--- config.mk ---
export PLATFORM = sky130hd
export DESIGN_NAME = gpr_bank
export DESIGN_NICKNAME = d
export VERILOG_FILES = /design/src/rtl/cpu_pkg.sv /design/src/rtl/gpr_read_port.sv /design/src/rtl/gpr_bank.sv
export SDC_FILE = /design/constraint.sdc
export NUM_CORES = 1
export LEC_CHECK = 0
export CAP_MARGIN = 25
export CELL_PAD_IN_SITES_DETAIL_PLACEMENT = 2
export CELL_PAD_IN_SITES_GLOBAL_PLACEMENT = 2
export CORE_UTILIZATION = 39
export DETAILED_ROUTE_END_ITERATION = 10
export GPL_TIMING_DRIVEN = 0
export PLACE_DENSITY = 0.77
export SYNTH_ARGS = -nofsm -noshare
export SYNTH_HDL_FRONTEND = slang
export SYNTH_SLANG_ARGS = --single-unit
--- constraint.sdc ---
create_clock -name clock -period 3.2 [get_ports clock]
set_clock_uncertainty 0.2 [all_clocks]
set_input_delay 0.8 -clock clock [delete_from_list [all_inputs] [get_ports clock]]
set_output_delay 0.8 -clock clock [all_outputs]
set_load 0.05 [all_outputs]
--- src/rtl/cpu_pkg.sv ---
// cpu_pkg: shared CPU constants for the register bank
package cpu_pkg;
    localparam int GPR_WIDTH = 32;
    localparam int GPR_NREGS = 16;
    localparam int R0 = 0;
endpackage

--- src/rtl/gpr_read_port.sv ---
// gpr_read_port: registered read with same-edge write/reserve forwarding and BA gating of r0
module gpr_read_port
    import cpu_pkg::*;
#(
    parameter int WIDTH = GPR_WIDTH,
    parameter int NREGS = GPR_NREGS,
    localparam int AW = $clog2(NREGS)
) (
    input  logic             clock,
    input  logic             clear,
    input  logic [AW-1:0]    addr,
    input  logic             BAout,
    input  logic             wr_en,
    input  logic [AW-1:0]    wr_addr,
    input  logic [WIDTH-1:0] wr_data,
    input  logic             rsv_en,
    input  logic [AW-1:0]    rsv_addr,
    input  logic [WIDTH-1:0] regs [NREGS],
    input  logic [NREGS-1:0] pend,
    output logic [WIDTH-1:0] data,
    output logic             pending
);
    logic             wr_hit, rsv_hit, ba_zero, pend_d;
    logic [WIDTH-1:0] data_d;

    always_comb begin
        wr_hit  = wr_en && wr_addr == addr;
        rsv_hit = rsv_en && rsv_addr == addr;
        ba_zero = BAout && addr == AW'(R0);
        data_d  = ba_zero ? '0 : wr_hit ? wr_data : regs[addr];
        pend_d  = rsv_hit | (!wr_hit & pend[addr]);
    end

    always_ff @(posedge clock) begin
        if (clear) begin
            data    <= '0;
            pending <= 1'b0;
        end else begin
            data    <= data_d;
            pending <= pend_d;
        end
    end
endmodule

--- src/rtl/gpr_bank.sv ---
// gpr_bank: general-purpose register file with pending bits and two registered read ports
module gpr_bank
    import cpu_pkg::*;
#(
    parameter int WIDTH = GPR_WIDTH,
    parameter int NREGS = GPR_NREGS,
    localparam int AW = $clog2(NREGS)
) (
    input  logic             clock,
    input  logic             clear,
    input  logic             wr_en,
    input  logic [AW-1:0]    wr_addr,
    input  logic [WIDTH-1:0] BusMuxOut,
    input  logic             rsv_en,
    input  logic [AW-1:0]    rsv_addr,
    input  logic [AW-1:0]    rd_a_addr,
    input  logic [AW-1:0]    rd_b_addr,
    input  logic             BAout,
    output logic [WIDTH-1:0] rd_a_data,
    output logic [WIDTH-1:0] rd_b_data,
    output logic             rd_a_pend,
    output logic             rd_b_pend
);
    logic [WIDTH-1:0] regs [NREGS];
    logic [NREGS-1:0] pend, wr_mask, rsv_mask;

    always_comb begin
        wr_mask  = wr_en ? NREGS'(1) << wr_addr : '0;
        rsv_mask = rsv_en ? NREGS'(1) << rsv_addr : '0;
    end

    // reservation is OR-ed in after the write clears, so reserve wins on a tie
    always_ff @(posedge clock) begin
        if (clear) begin
            regs <= '{default: '0};
            pend <= '0;
        end else begin
            if (wr_en) regs[wr_addr] <= BusMuxOut;
            pend <= (pend & ~wr_mask) | rsv_mask;
        end
    end

    gpr_read_port #(.WIDTH(WIDTH), .NREGS(NREGS)) u_port_a (
        .clock(clock), .clear(clear), .addr(rd_a_addr), .BAout(BAout),
        .wr_en(wr_en), .wr_addr(wr_addr), .wr_data(BusMuxOut),
        .rsv_en(rsv_en), .rsv_addr(rsv_addr), .regs(regs), .pend(pend),
        .data(rd_a_data), .pending(rd_a_pend)
    );

    gpr_read_port #(.WIDTH(WIDTH), .NREGS(NREGS)) u_port_b (
        .clock(clock), .clear(clear), .addr(rd_b_addr), .BAout(BAout),
        .wr_en(wr_en), .wr_addr(wr_addr), .wr_data(BusMuxOut),
        .rsv_en(rsv_en), .rsv_addr(rsv_addr), .regs(regs), .pend(pend),
        .data(rd_b_data), .pending(rd_b_pend)
    );
endmodule
==> results of run 1 <==
==> flip-flops by register name (all words and copies together), names as in the netlist <==
signal,cells
u_port_a.data,32
u_port_b.data,32
u_port_b.pending,1
u_port_a.pending,1
regs,512
pend,16
==> kinds of logic after synthesis <==
family	synth area share [%]
simple gates	15.2
compound gates	14.5
flops	41.7
buf+inv	5.17
mux	23.1
xor+xnor	0.491
==> worst max path at each step <==
stage	slack, ns	end	from	cells past startpoint
4_1_cts	0.02	regs[204]	clear	5
6_report	-0.008	u_port_b.data[20]	rd_b_addr[3]	7
3_3_place_gp	-0.91	u_port_a.data[16]	clear	6
5_1_grt	-0.006	u_port_b.data[20]	rd_b_addr[2]	7
3_5_place_dp	-0.86	regs[80]	clear	5
2_1_floorplan	0.68	u_port_a.data[17]	rd_a_addr[1]	7
==> cells in the final DEF (no fill, tap or decap), types with 5 or more instances in the layout <==
master,netlist,layout
buf_8,4,7
xor2_1,12,12
a22o_1,64,64
buf_1,9,5
buf_2,66,68
buf_4,4,5
clkbuf_2,0,18
a21oi_1,518,517
o21ai_1,64,64
nor2b_1,9,9
dfxtp_1,594,594
nand3_1,8,8
nand2_1,1041,1041
clkbuf_1,242,234
clkinv_2,0,11
mux4_2,264,264
clkbuf_8,0,19
a32oi_1,6,6
buf_6,10,11
a22oi_1,72,72
clkdlybuf4s50_1,0,75
bufinv_16,0,5
clkbuf_16,0,75
nor3_1,8,8
nor2_1,34,34
mux2i_1,64,64
==> worst max-delay path, cell delays in order <==
cell	delay, ns
clkdlybuf4s50_1	0.47
buf_2	0.38
xor2_1	0.15
nor3_1	0.37
and3b_1	0.57
buf_2	0.47
a22o_1	0.32
==> final cells by class <==
class	count	area share [%]
Tap cell	950	3.59
Sequential cell	594	35.9
Clock buffer	106	6.60
Antenna cell	4	0.0302
Clock inverter	21	0.745
Buffer	333	4.57
Multi-Input combinational cell	2195	45.9
Timing Repair Buffer	84	2.67
==> where the power goes <==
group | internal, mW | switching, mW | leakage (nW)
logic | 0.465 | 1.19 | 4.82
registers | 7.50 | 0.0765 | 4.79
clock network | 5.12 | 3.49 | 1.20
total | 13.1 | 4.76 | 10.8
==> Yosys cell counts (all sizes together) <==
cell / count
nand2: 1041
dfxtp: 594
a21oi: 518
mux4: 264
clkbuf: 242
buf: 93
a22oi: 74
a22o: 64
mux2i: 64
o21ai: 64
nor2: 34
xor2: 12
nor2b: 9
nor3: 9
nand3: 8
a32oi: 6
and2: 4
and3b: 4
nand3b: 4
xnor2: 4
a32o: 2
and3: 2
nand2b: 2
a21o: 1
a31o: 1
nand4: 1
nor3b: 1
nor4: 1
or3b: 1
==> stage by stage <==
step / TNS, ns / hold WS (ns) / instances / total power [mW] / setup WS (ns)
2_1_floorplan: 0 / 0.243 / 3124 / 8.63 / 0.680
3_5_place_dp: -292.92 / 0.262 / 4154 / 9.32 / -0.856
4_1_cts: 0 / 0.270 / 4281 / 17.8 / 0.0152
3_3_place_gp: -284.38 / 0.248 / 4149 / 9.25 / -0.906
6_report: -0.00841 / 0.268 / 4287 / 17.8 / -0.00841
5_1_grt: -0.00591 / 0.289 / 4283 / 18.2 / -0.00591
==> what timing repair did <==
action	4_1_cts	5_1_grt
setup endpoints to repair	93	71
gates cloned	0	0
hold endpoints to repair	0	0
gates resized for setup	20	15
==> metal layers <==
metal / track usage, % / routed length (um) / share of wire (%)
met1: 46.8 / 55700 / 40
met2: 60.4 / 65200 / 47
met3: 7.37 / 10500 / 7.6
met4: 17.6 / 6280 / 4.6
met5: 0 / 0 / 0
==> impl_metrics.ini, run 1 <==
[clocking]
cts_made_buffers = 71
clkTransAtPathRegs_ns = 0.06
h-tree-depth = 3
cts_tree = done
clockBufferDepth = 3
postCtsSetupBuffers = 0
cts_sinks = 594
insertion_delay_ns = 0.63
root_buffer = clkbuf_16
ctsHoldBuffers = 0

[routing]
finalWirelength_um = 138000
vias = 27081
drt_iter0_markers = 2381
drc = 0
ant_nets = 0
wire_per_inst_um = 32.1
firstDrtPassIters = 5
via_per_inst = 6.32

[timing]
post-route-min-period_ns = 3.21
slew_viol_final = 0
finalSetupViolations = 1
slew_headroom_pct = 25.4
layout_setup_ws_ns = -0.00841
finalCritPeriodShare_pct = 100
hold_viol = 0
fmax_mhz = 312
worstMarginPinSlew_ns = 1.12

[floorplan]
rows = 98
die_area_um2 = 74300
initial_utilization_pct = 39.7
ios = 119
coreArea_um2 = 72000
dieWidth_um = 273
die_h_um = 273

[synth]
syn-cell-area_um2 = 28500
syn_area_per_cell_um2 = 9.14
yosysTopAreaCell = dfxtp_1
yosysWarnings = 0
synthDistinctLibCells = 35
yosysSeqAreaShare_pct = 41.7
ys_top_cells_by_area = dfxtp_1 (42%), mux4_2 (21%), nand2_1 (14%)
synth_top_area_share_pct = 41.7
ys_seq_elements = 594
postSynthCellCount = 3124
syn_nets = 3177

[finish]
fill_cells = 7754
ff_latch_area_um2 = 11900
design_area_um2 = 33100
drive_above_1_share_pct = 14.9
fin_nets = 3332
multi_input_area_um2 = 15200
area_growth_pct = 15.9
utilization_pct = 46.0

[global_route]
grt_overflow = 0
first_global_vias = 29399
antenna_found_initial = 3
grt.total_usage_pct = 36.9
grt_pass1_wl_um = 199000
grt_max_degree = 13

[worst_hold_path]
hold_class = reg2reg
hold_start = regs[239]
worstHoldEndpoint = regs[239]
worstHoldPathCells = 2

[critical_path]
setup.worst_path.class = in2reg
reg2regPathDepth = 4
required_ns = 3.54
critPathArrivalTime_ns = 3.55
crit_fanout = 10
r2r_end = u_port_a.data[23]
endpoint_kind = register
r2r_start = regs[151]
reg2reg_slack_ns = 1.18
cp-start-kind = primary input

[placed_design]
dp_hpwl_um = 99700
placedInstanceArea_um2 = 30600
numPortBuffers = 75
gp_congestion = 0.941

[pwr]
peakVddDrop_v = 0.000343
leakage_nw = 10.8
cellPowerDensity_nw_per_um2 = 539

[outcome]
violations = negative setup slack
outcome = finished, violations left

[job]
drv_cap = 0
No activity file was read; power rests on OpenSTA's default activity.
==> run 2: changes to the inputs <==
--- a/config.mk
+++ b/config.mk
@@ -9,6 +9,7 @@
 export CELL_PAD_IN_SITES_DETAIL_PLACEMENT = 2
 export CELL_PAD_IN_SITES_GLOBAL_PLACEMENT = 2
 export CORE_UTILIZATION = 39
+export CTS_CLUSTER_SIZE = 8
 export DETAILED_ROUTE_END_ITERATION = 10
 export GPL_TIMING_DRIVEN = 0
 export PLACE_DENSITY = 0.77
==> impl_metrics.ini, run 2 (same netlist as run 1, synthesis figures left out) <==
[outcome]
outcome = finished, violations left
violations = negative setup slack

[critical_path]
setup.worst_path.class = in2reg
cp-start-kind = primary input
endpoint_kind = register
required_ns = 3.56
crit_fanout = 10
critPathArrivalTime_ns = 3.66

[clocking]
h-tree-depth = 3
clockBufferDepth = 3
postCtsSetupBuffers = 0
ctsHoldBuffers = 0
cts_tree = done
root_buffer = clkbuf_16
cts_sinks = 594
cts_made_buffers = 84
clkTransAtPathRegs_ns = 0.05
insertion_delay_ns = 0.65

[placed_design]
numPortBuffers = 75
dpl.cell_count = 4154
dp_hpwl_um = 99700
gp_congestion = 0.941
placedInstanceArea_um2 = 30600

[floorplan]
coreArea_um2 = 72000
die_h_um = 273
rows = 98
ios = 119
initial_utilization_pct = 39.7
die_area_um2 = 74300
dieWidth_um = 273

[finish]
drive_above_1_share_pct = 14.4
reg_top3 = regs x512, u_port_a.data x32, u_port_b.data x32
final_cells = 4251
design_area_um2 = 32900
utilization_pct = 45.7
area_growth_pct = 15.3
layout_commonest_cell = nand2_1
fin_nets = 3346
top_register = regs
antenna-diode-count = 0
layout_common_cells = nand2_1 (1,041), dfxtp_1 (594), a21oi_1 (517), mux4_2 (264), clkbuf_1 (227)
largest_register_ffs = 512

[global_route]
antenna_found_initial = 2
grt_max_degree = 12
grt_pass1_wl_um = 198000
grt.total_usage_pct = 36.7
first_global_vias = 29308
grt_overflow = 0

[pwr]
p_comb_share_pct = 9.4
p_int_mw = 12.8
peakVddDrop_v = 0.000403
power_frac_seq_pct = 43.3
cellPowerDensity_nw_per_um2 = 532
p_sw_mw = 4.69
leakage_nw = 10.7
clkPwrFrac_pct = 47.3
swShare_pct = 26.8

[timing]
whs_ns = 0.266
layout_setup_ws_ns = -0.104
finalCritPeriodShare_pct = 103
rsz0062_at_grt = yes
worstMarginPinSlew_ns = 1.11
slew_viol_final = 0
hold_viol = 0
slew_headroom_pct = 25.9
finalSetupViolations = 33
fmax_mhz = 303
post-route-min-period_ns = 3.30

[routing]
ant_nets = 0
vias = 26832
drt_iter0_markers = 2500
wire_per_inst_um = 32.3
drc = 0
finalWirelength_um = 137000
via_per_inst = 6.31
firstDrtPassIters = 5

[job]
drv_cap = 0

[worst_hold_path]
hold_class = reg2reg
-- run 2: cell types whose count changed in the layout (fill, tap and decap cells not counted), sizes merged, moves of 2 or more --
cell,previous run,this run
clkbuf,347,333
clkinv,11,2
bufinv,5,1
diode,4,0
clkdlybuf4s15,3,1
clkinvlp,2,0
-- run 2: per-stage QoR --
step           TNS, ns  total power [mW]  worst slack (ns)
6_report        -0.841              17.5            -0.104
5_1_grt        -0.0143              17.9          -0.00955
3_3_place_gp   -284.38              9.25            -0.906
4_1_cts              0              17.5            0.0361
2_1_floorplan        0              8.63             0.680
3_5_place_dp   -292.92              9.32            -0.856
-- run 2: timing repair --
item / in CTS / in global routing
gates cloned: 0 / 0
setup endpoints to repair: 86 / 43
resized for setup: 15 / 21
pin swaps: 0 / 0
-- run 2: power groups by stage --
stage          logic [mW]  clock network, mW  registers, mW
6_report             1.65               8.27           7.59
3_3_place_gp         1.53                  0           7.72
3_5_place_dp         1.59                  0           7.73
5_1_grt              1.69               8.58           7.59
4_1_cts              1.61               8.32           7.58
2_1_floorplan       0.876                  0           7.76
-- run 2: critical path, cell delays in order --
cell and delay (ns):
clkdlybuf4s50_1 0.50, clkbuf_1 0.44, a21o_1 0.30, a21oi_1 0.54
clkbuf_1 0.73, a22o_1 0.34
-- run 2: final cells by class --
type                    count  area, um2
flip-flops and latches    594      11900
plain buffers             334       1510
well taps                 950       1190
repair buffers             84        883
clock buffers              89       2180
multi-input cells        2195      15200
clock inverters             5       80.1
fillers                  7721      39100
-- run 2: metal layers --
| metal | vias up | GRT usage [%] | wire (um) |
|---|---|---|---|
| li1 | 11230 | - | - |
| met1 | 13983 | 46.4 | 54800 |
| met2 | 1224 | 60.0 | 64600 |
| met3 | 395 | 7.68 | 11100 |
| met4 | 0 | 17.5 | 6540 |
| met5 | - | 0 | 0 |
-- run 2: worst paths after layout --
check | from | end | slack [ns] | cells past startpoint
max | clear | u_port_a.data[20] | -0.10 | 6
max reg2reg | regs[151] | u_port_a.data[23] | 1.18 | 4
min reg2reg | regs[239] | regs[239] | 0.27 | 2
min | regs[239] | regs[239] | 0.27 | 2
==> run 3: changes to the inputs <==
--- a/config.mk
+++ b/config.mk
@@ -11,8 +11,8 @@
 export CORE_UTILIZATION = 39
 export CTS_CLUSTER_SIZE = 8
 export DETAILED_ROUTE_END_ITERATION = 10
-export GPL_TIMING_DRIVEN = 0
 export PLACE_DENSITY = 0.77
+export SKIP_LAST_GASP = 1
 export SYNTH_ARGS = -nofsm -noshare
 export SYNTH_HDL_FRONTEND = slang
 export SYNTH_SLANG_ARGS = --single-unit
==> impl_metrics.ini, run 3 (same netlist as run 1, synthesis figures left out) <==
[routing]
ant_nets = 0
via_per_inst = 6.27
wire_per_inst_um = 30.4
drc = 0
finalWirelength_um = 124000
firstDrtPassIters = 5
drt_iter0_markers = 1940
vias = 25605

[floorplan]
initial_utilization_pct = 39.7
ios = 119
dieWidth_um = 273
rows = 98
die_h_um = 273
die_area_um2 = 74300
coreArea_um2 = 72000

[clocking]
cts_resized = 0
root_buffer = clkbuf_16
cts_tree = done
clkTransAtPathRegs_ns = 0.05
h-tree-depth = 3
cts_made_buffers = 84
cts_sinks = 594
postCtsSetupBuffers = 0
clockBufferDepth = 3
ctsHoldBuffers = 0
insertion_delay_ns = 0.63

[critical_path]
required_ns = 2.20
crit_fanout = 1
endpoint_kind = output port
cp_top_family = buffers and inverters
reg2reg_slack_ns = 1.35
slowest_delay_ns = 0.96
cp-start-kind = register
setup.worst_path.class = reg2out
critPathArrivalTime_ns = 1.91
critPathBufInv = 1
crit_path_cell_trace = clkdlybuf4s50_1
crit_slowest_cell = clkdlybuf4s50_1

[outcome]
outcome = completed

[placed_design]
dp_hpwl_um = 75600
dpl.cell_count = 3987
numPortBuffers = 118
gp_congestion = 0.830

[finish]
layout_common_cells = nand2_1 (1,029), dfxtp_1 (594), a21oi_1 (516), mux4_2 (264), clkdlybuf4s50_1 (109)
reg_top3 = regs x512, u_port_a.data x32, u_port_b.data x32
largest_register_ffs = 512
final_cells = 4081
fin_nets = 3176
top_register = regs
ff_latch_area_um2 = 11900
drive_above_1_share_pct = 17.1
area_growth_pct = 17.6
fill_cells = 7455
layout_commonest_cell = nand2_1
multi_input_area_um2 = 15400
antenna-diode-count = 0

[global_route]
grt_overflow = 0
first_global_vias = 28362
grt.total_usage_pct = 33.4
grt_pass1_wl_um = 185000
grt_max_degree = 153
antenna_found_initial = 0

[pwr]
cellPowerDensity_nw_per_um2 = 516
leakage_nw = 11.0
power_mw = 17.3
peakVddDrop_v = 0.000438

[timing]
hold_viol = 0
fmax_mhz = 343
post-route-min-period_ns = 2.91
rsz0062_at_grt = no
slew_viol_final = 0
worstMarginPinSlew_ns = 0.919
finalSetupViolations = 0
finalCritPeriodShare_pct = 91.1
final.setup.tns_ns = 0
slew_headroom_pct = 38.6

[worst_hold_path]
hold_class = reg2reg

[job]
drv_cap = 0
[run 3: final cells by class]
cell class	count	area share, %
flip-flops and latches	594	35.4
well taps	950	3.54
multi-input cells	2195	45.8
repair buffers	248	8.51
clock buffers	94	6.72
[run 3: metal layers]
metal | part of all wire (%) | GRT usage, %
met1 | 41 | 41.8
met2 | 49 | 56.8
met3 | 5.9 | 4.96
met4 | 4.2 | 15.1
met5 | 0 | 0
[run 3: power by group]
group	leakage [nW]	internal [mW]	switching [mW]	total [mW]
Combinational	5.07	0.533	1.04	1.58
Clock	1.11	4.87	3.30	8.16
Sequential	4.79	7.51	0.0747	7.59
Total	11.0	12.9	4.41	17.3
[run 3: final timing paths]
kind                                   startpoint           endpoint  depth (start not counted)
worst min register to register          regs[144]          regs[144]                          2
worst max register to register           regs[25]  u_port_b.data[25]                          4
worst min-delay path                    regs[144]          regs[144]                          2
worst max-delay path            u_port_a.data[29]      rd_a_data[29]                          1
[run 3: stage by stage]
step | cell area (um2) | hold WS, ns | worst slack (ns) | util [%]
floorplan | 28500 | 0.243 | 0.680 | -
global placement | 31300 | 0.248 | 0.196 | 43.5
detailed placement | 31300 | 0.260 | 0.115 | 43.5
CTS | 33600 | 0.268 | 0.248 | 46.7
global route | 33600 | 0.290 | 0.279 | 46.7
finish | 33600 | 0.271 | 0.286 | 46.7
